===== config.mk =====
export PLATFORM = sky130hd
export DESIGN_NAME = ifetch_ctrl
export DESIGN_NICKNAME = d
export VERILOG_FILES = /design/src/rtl/ifetch_ctrl.sv
export SDC_FILE = /design/constraint.sdc
export NUM_CORES = 1
export LEC_CHECK = 0
export BUFFER_PORTS_ARGS = -buffer_cell sky130_fd_sc_hd__buf_2
export CAP_MARGIN = 0
export CORE_UTILIZATION = 50
export CTS_CLUSTER_SIZE = 25
export DETAILED_ROUTE_END_ITERATION = 12
export HOLD_SLACK_MARGIN = 0.15
export PLACE_DENSITY = 0.74
export SLEW_MARGIN = 20
export SYNTH_ARGS = -nofsm -noshare
export SYNTH_HDL_FRONTEND = slang
export SYNTH_SLANG_ARGS = --single-unit

===== constraint.sdc =====
create_clock -name clk -period 4.4 [get_ports clk]
set_input_delay 0.22 -clock clk [delete_from_list [all_inputs] [get_ports clk]]
set_output_delay 0.22 -clock clk [all_outputs]
set_load 0.02 [all_outputs]

===== src/rtl/ifetch_ctrl.sv =====
// rtl/ifetch_ctrl.sv - instruction-fetch sequencer with fetch buffer and redirect handling
module ifetch_ctrl #(
  parameter logic [31:0] RESET_PC = 32'h0000_0000,
  parameter int          FB_DEPTH = 2
) (
  input  logic        clk,
  input  logic        reset,
  input  logic        redirect,
  input  logic [31:0] redirect_pc,
  input  logic        id_ready,
  output logic        if_valid,
  output logic [31:0] if_instr,
  output logic [31:0] if_pc,
  output logic        imem_req,
  output logic [31:0] imem_addr,
  input  logic        imem_gnt,
  input  logic        imem_rvalid,
  input  logic [31:0] imem_rdata
);

  localparam int PW = (FB_DEPTH > 1) ? $clog2(FB_DEPTH) : 1;
  localparam int CW = PW + 1;
  localparam logic [CW:0] DEPTH_V = (CW + 1)'(FB_DEPTH);

  typedef enum logic [1:0] {RUN, WAIT, DRAIN} state_t;

  state_t      state, state_nxt;
  logic [31:0] fetch_pc;
  logic [31:0] inflight_pc;
  logic [31:0] redirect_tgt;
  logic [31:0] instr_q [FB_DEPTH];
  logic [31:0] pc_q    [FB_DEPTH];
  logic [PW-1:0] wr_ptr, rd_ptr;
  logic [CW-1:0] count;
  logic [CW:0]   occ;
  logic pop, do_pop, push, fire, space_ok, in_wait;

  assign redirect_tgt = redirect_pc & 32'hFFFF_FFFC;
  assign in_wait      = (state == WAIT);

  assign if_valid = (count != '0);
  assign if_instr = if_valid ? instr_q[rd_ptr] : 32'h0;
  assign if_pc    = if_valid ? pc_q[rd_ptr]    : 32'h0;

  assign pop    = if_valid & id_ready;
  assign do_pop = pop & ~redirect;

  // The in-flight response already owns a slot, so it counts against space.
  assign occ      = {1'b0, count} - {{CW{1'b0}}, pop} + {{CW{1'b0}}, in_wait};
  assign space_ok = (occ < DEPTH_V);

  assign imem_req  = ~reset & ~redirect & space_ok &
                     ((state == RUN) | (in_wait & imem_rvalid));
  assign imem_addr = fetch_pc;
  assign fire      = imem_req & imem_gnt;
  assign push      = in_wait & imem_rvalid & ~redirect;

  always_comb begin
    state_nxt = state;
    if (redirect) begin
      case (state)
        WAIT:    state_nxt = imem_rvalid ? RUN : DRAIN;
        DRAIN:   state_nxt = imem_rvalid ? RUN : DRAIN;
        default: state_nxt = RUN;
      endcase
    end else if (fire) begin
      state_nxt = WAIT;
    end else if (imem_rvalid && state != RUN) begin
      state_nxt = RUN;
    end
  end

  always_ff @(posedge clk or posedge reset) begin
    if (reset) begin
      state       <= RUN;
      fetch_pc    <= RESET_PC;
      inflight_pc <= 32'h0;
      wr_ptr      <= '0;
      rd_ptr      <= '0;
      count       <= '0;
    end else begin
      state <= state_nxt;
      if (fire) begin
        inflight_pc <= fetch_pc;
      end
      if (redirect) begin
        fetch_pc <= redirect_tgt;
        wr_ptr   <= '0;
        rd_ptr   <= '0;
        count    <= '0;
      end else begin
        if (fire) begin
          fetch_pc <= fetch_pc + 32'd4;
        end
        if (push) begin
          wr_ptr <= wr_ptr + 1'b1;
        end
        if (do_pop) begin
          rd_ptr <= rd_ptr + 1'b1;
        end
        count <= count + CW'(push) - CW'(do_pop);
      end
    end
  end

  // Buffer storage needs no reset; count alone decides what is valid.
  always_ff @(posedge clk) begin
    if (push) begin
      instr_q[wr_ptr] <= imem_rdata;
      pc_q[wr_ptr]    <= inflight_pc;
    end
  end

endmodule


==> out/metrics.cfg, run 1 <==
[sta]
hold_viol_final = 0
whs_ns = 0.233
slew_violations = 0
slew_headroom_pct = 29.2
finalSetupViolCount = 0
worst_slack_ns = 0.993
fmax_mhz = 293
fin_skew_ns = 0.0109
tightest_slew_ns = 1.06
rsz0062_at_grt = false
fin_crit_sh_pct = 77.4
final.setup.tns_ns = 0
min_period_ns = 3.41

[outcome]
status = finished, final reports clean

[worst_setup_path]
path_class = reg2reg
required_ns = 4.70
startpoint_type = flip-flop
cp-end-kind = flip-flop
worst-path-max-fanout = 28
arrival_ns = 3.71

[yosys]
synthArstFlopShare_pct = 34.7
ys_seq_area_share_pct = 67.0
synth-main-ff-cell = edfxtp_1
synth_seq_cells = 190
synth_cell_types = 45
syn_avg_cell_area_um2 = 12.3
synthesis.instances = 650
yosys_warnings = 0
synth_edf_count = 124
synthesis.area_um2 = 8020

[global_route]
gr-usage-all-layers_pct = 22.6
grt_pass1_vias = 5746
grt-ovfl-total = 0
grt_first_pass_wirelength_mm = 28.2
grt_max_degree = 64
antenna_found_initial = 0

[placed_design]
place_congestion = 0.842
io_buffers = 161
dp_slack_ns = 1.04
hpwl_mm = 11.3

[cts]
cts_buffers = 17
cts_setup_buffers = 0
clkTransAtPathRegs_ns = 0.06
cts-root-buf = clkbuf_16
clockBufferDepth = 2
cts_sinks = 190
htreeDepth = 4
tritoncts = built
insertion_delay_ns = 0.42

[die]
core_area_um2 = 15400
die_area_um2 = 16600
fp.dieW_um = 129
io_pins = 168
fp.dieH_um = 129
start_util_pct = 52.0
rows = 45

[routing]
vias_per_cell = 5.27
drt-initial-drc-count = 373
route.vias.total = 5756
drtPass1Iterations = 5
wirelength_mm = 17.9
final_antenna_net_count = 0
wire_per_inst_um = 16.4
drc = 0

[flow_run]
drv_cap = 0

[layout]
antenna_cells = 0
layout-drive-gt1-share_pct = 24.2
area_growth_pct = 28.7
layout_common_cells = buf_2 (161), nand2_1 (125), edfxtp_1 (124)
nets = 944
utilization_pct = 66.9
mostFrequentLayoutCell = buf_2

[pwr]
peakVddDrop_mv = 0.298
p_leak_nw = 4.29
p_per_area_nw_per_um2 = 462

[worst_hold_path]
hold_path.class = in2reg

## timing repair
| action | 4_1_cts | 5_1_grt |
|---|---|---|
| endpoints found under the hold margin | 123 | 0 |
| gates resized for setup | 0 | 0 |
| hold buffers | 64 | 0 |
## where the power goes
part | internal [W] | total [W] | switching (W) | leakage [nW]
clock network | 0.000983 | 0.00160 | 0.000616 | 0.305
registers | 0.00219 | 0.00239 | 0.000192 | 1.95
logic | 0.000301 | 0.000782 | 0.000480 | 2.03
## final timing paths
path / depth (start not counted) / slack, ns / from / endpoint
max: 10 / 0.99 / state[1] / imem_addr[15]
min: 4 / 0.23 / id_ready / rd_ptr
max reg2reg: 10 / 0.99 / state[1] / imem_addr[15]
min reg2reg: 0 / 0.48 / inflight_pc[25] / pc_q[1][25]
max in group asynchronous: 4 / 2.97 / reset / rd_ptr
min in group asynchronous: 3 / 0.45 / reset / count[0]
## Yosys cell counts, drive strengths merged, types with 4 or more instances
master / number / area [µm²]
edfxtp: 124 / 3720
nor2: 83 / 312
o21ai: 21 / 105
nor3: 4 / 20.0
and3: 5 / 31.3
ha: 5 / 62.6
o311ai: 12 / 105
a31oi: 4 / 25.0
inv: 10 / 37.5
nor4: 4 / 55.1
mux2i: 66 / 661
nand3: 19 / 95.1
o211ai: 9 / 67.6
clkbuf: 23 / 87.6
a21oi: 5 / 25.0
xnor2: 4 / 35.0
nand4: 11 / 98.8
buf: 15 / 76.3
dfrtp: 66 / 1650
nand2: 126 / 480
## critical path, stage by stage (launching register included)
cell and delay [ns]:
dfrtp_1 0.40, inv_1 0.09, ha_1 0.28, xor2_1 0.17, nand2_1 0.10, fa_1 0.52, and4bb_1 0.24, and3_2 0.60
nand3_1 0.27, or2_2 0.36, a31o_2 0.25
## layer usage
| layer | GRT usage (%) | up-vias | routed length, µm | part of all wire, % |
|---|---|---|---|---|
| met5 | 0 | - | 0 | 0 |
| met4 | 9.41 | 0 | 340 | 1.9 |
| met3 | 5.11 | 28 | 1200 | 6.7 |
| met2 | 38.8 | 214 | 8970 | 50 |
| met1 | 27.7 | 2760 | 7410 | 41 |
| li1 | - | 2754 | - | - |
## logic make-up (layout without fill, tap and decap cells)
family	count (synthesis)	after routing	synth area share, %
fa+ha+maj	6	6	1.03
xor+xnor	7	7	0.764
compound gates	65	65	5.52
buf+inv	49	277	2.56
mux	66	66	8.23
simple gates	266	266	14.8
other cells	1	4	0.0467
flops	190	190	67.0
## registers in the layout (all words and copies together) (netlist names)
signal and flops:
state 2, inflight_pc 30, count 2, imem_addr 30
wr_ptr 1, pc_q 60, rd_ptr 1, instr_q 64
## cell type report
type / count / area (µm²)
inverter: 11 / 41.3
clock inverter: 10 / 160
tap: 211 / 264
clock buffer: 22 / 464
multi-input combinational: 414 / 2480
timing repair buffer: 234 / 1530
sequential: 190 / 5380
fill: 1177 / 5100
## per-stage QoR
step,cells,area (µm²),power (W)
floorplan,653,8030,0.00287
global route,1092,10300,0.00498
detailed placement,995,9030,0.00316
finish,1092,10300,0.00477
CTS,1091,10300,0.00479
global placement,995,9030,0.00311
Note: power is estimated with default switching activity, not from simulation.
==> run 2, diff against run 1 <==
Clock period 4.4 ns to 3.5 ns, I/O delays scaled along.
==> run 2 against run 1 <==
Global-route usage is essentially flat. Cell area decreased by 0.19%. Routed wire length increased by 1.3%.
==> out/metrics.cfg, run 2 (synthesis results as in run 1) <==
[pwr]
seqPwrFrac_pct = 51.6
p_per_area_nw_per_um2 = 565
p_leak_nw = 4.27
swShare_pct = 28.3
power_w = 0.00583
p_switching_w = 0.00165
p_int_w = 0.00418
peakVddDrop_mv = 0.375
p_clk_share_pct = 31.5
power_frac_comb_pct = 16.9

[layout]
layout-drive-gt1-share_pct = 24.5
design_area_um2 = 10300
layout_common_cells = buf_2 (161), nand2_1 (125), edfxtp_1 (124)
largest_register_ffs = 64
fillCellCount = 1180
antenna_cells = 0
top_register = instr_q
area_growth_pct = 28.4
utilization_pct = 66.8
top_regs = instr_q x64, pc_q x60
nets = 948
mostFrequentLayoutCell = buf_2
multi_input_area_um2 = 2480
seqCellArea_um2 = 5380

[sta]
slew_headroom_pct = 44.7
fmax_mhz = 321
fin_crit_sh_pct = 89.1
fin_skew_ns = 0.0114
tightest_slew_ns = 0.829
finalSetupViolCount = 0
worst_slack_ns = 0.383
final.setup.tns_ns = 0
min_period_ns = 3.12
rsz0062_at_grt = false
hold_viol_final = 0
slew_violations = 0

[die]
fp.dieH_um = 129
io_pins = 168
rows = 45
core_area_um2 = 15400
die_area_um2 = 16600
start_util_pct = 52.0
fp.dieW_um = 129

[cts]
clockBufferDepth = 2
cts-root-buf = clkbuf_16
cts_setup_buffers = 0
cts_sinks = 190
tritoncts = built
cts_buffers = 17
insertion_delay_ns = 0.42
htreeDepth = 4
clkTransAtPathRegs_ns = 0.07

[global_route]
grt_max_degree = 63
gr-usage-all-layers_pct = 22.6
antenna_found_initial = 0
grt_first_pass_wirelength_mm = 28.3
grt_pass1_vias = 5702
grt-ovfl-total = 0

[worst_setup_path]
path_depth = 11
arrival_ns = 3.45
required_ns = 3.84
worst-path-max-fanout = 13
cp-end-kind = flip-flop
path_class = reg2reg
slowest_stage = fa_1
cp_top_family = simple AND/OR/NAND/NOR gates
startpoint_type = flip-flop
crit_path_max_incr_delay_ns = 0.46
cp_num_buf_inv = 2
reg2regPathDepth = 11
crit_chain = inv_1 > ha_1 > xor2_1 > nand2_1 > fa_1 > and4bb_1 > and3_2 > nor2_2 > buf_4 > a22oi_1 > o21ai_0

[routing]
wire_per_inst_um = 16.6
drtPass1Iterations = 5
wl_met2_mm = 9.18
route.vias.total = 5802
vias_per_cell = 5.29
drt-initial-drc-count = 564
wirelength_mm = 18.1
top_layer_used = met4
wl_met3_um = 993
drc = 0
final_antenna_net_count = 0
drt-met1-wl_mm = 7.61

[placed_design]
hpwl_mm = 11.3
dp_slack_ns = 0.241
io_buffers = 161
post_dp_cell_area_um2 = 9090
place_congestion = 0.847

[worst_hold_path]
whs_path_depth = 4
hold_path.class = in2reg

[flow_run]
drv_cap = 0

[outcome]
status = finished, final reports clean

## run 2: area by class of cell
type / instances / area share (%)
sequential: 190 / 52.2
inverter: 11 / 0.413
tap: 211 / 2.56
clock inverter: 9 / 0.850
timing repair buffer: 238 / 15.2
multi-input combinational: 414 / 24.1
clock buffer: 23 / 4.64
## run 2: per-stage QoR
step                      std cells  hold WS, ns
final                          1096        0.193
after global routing           1096        0.226
after CTS                      1096        0.183
after detailed placement       1000        0.366
after global placement         1000        0.362
after floorplan                 653        0.274
## run 2: power groups by stage
stage	clock (W)	sequential, W	combinational, W
2_1_floorplan	0	0.00301	0.000603
3_3_place_gp	0	0.00302	0.000897
3_5_place_dp	0	0.00305	0.000924
4_1_cts	0.00186	0.00301	0.000987
5_1_grt	0.00195	0.00304	0.00109
6_report	0.00184	0.00301	0.000984
## run 2: worst paths after layout
path                                       from               to  slack, ns
worst min-delay path                   id_ready           rd_ptr       0.19
worst max-delay path                   state[1]         state[1]       0.38
worst min register to register  inflight_pc[15]      pc_q[0][15]       0.47
max in group asynchronous                 reset  inflight_pc[20]       2.28
min in group asynchronous                 reset         count[0]       0.45
worst max register to register         state[1]         state[1]       0.38
## run 2: worst reg2reg max path, cell delays in order (launching register included)
cell      delay [ns]
dfrtp_1         0.40
inv_1           0.09
ha_1            0.26
xor2_1          0.19
nand2_1         0.09
fa_1            0.46
and4bb_1        0.23
and3_2          0.29
nor2_2          0.46
buf_4           0.28
a22oi_1         0.07
o21ai_0         0.20
## run 2: timing repair
| action | CTS | global route |
|---|---|---|
| hold endpoints to repair | 144 | 0 |
| hold buffers | 64 | 0 |
| resized for setup | 0 | 1 |
| setup endpoints to repair | 0 | 5 |
## run 2: layer usage
metal | GRT usage [%] | vias up
met5 | 0 | -
met4 | 10.6 | 0
met3 | 4.66 | 27
met2 | 39.1 | 201
met1 | 27.2 | 2817
li1 | - | 2757
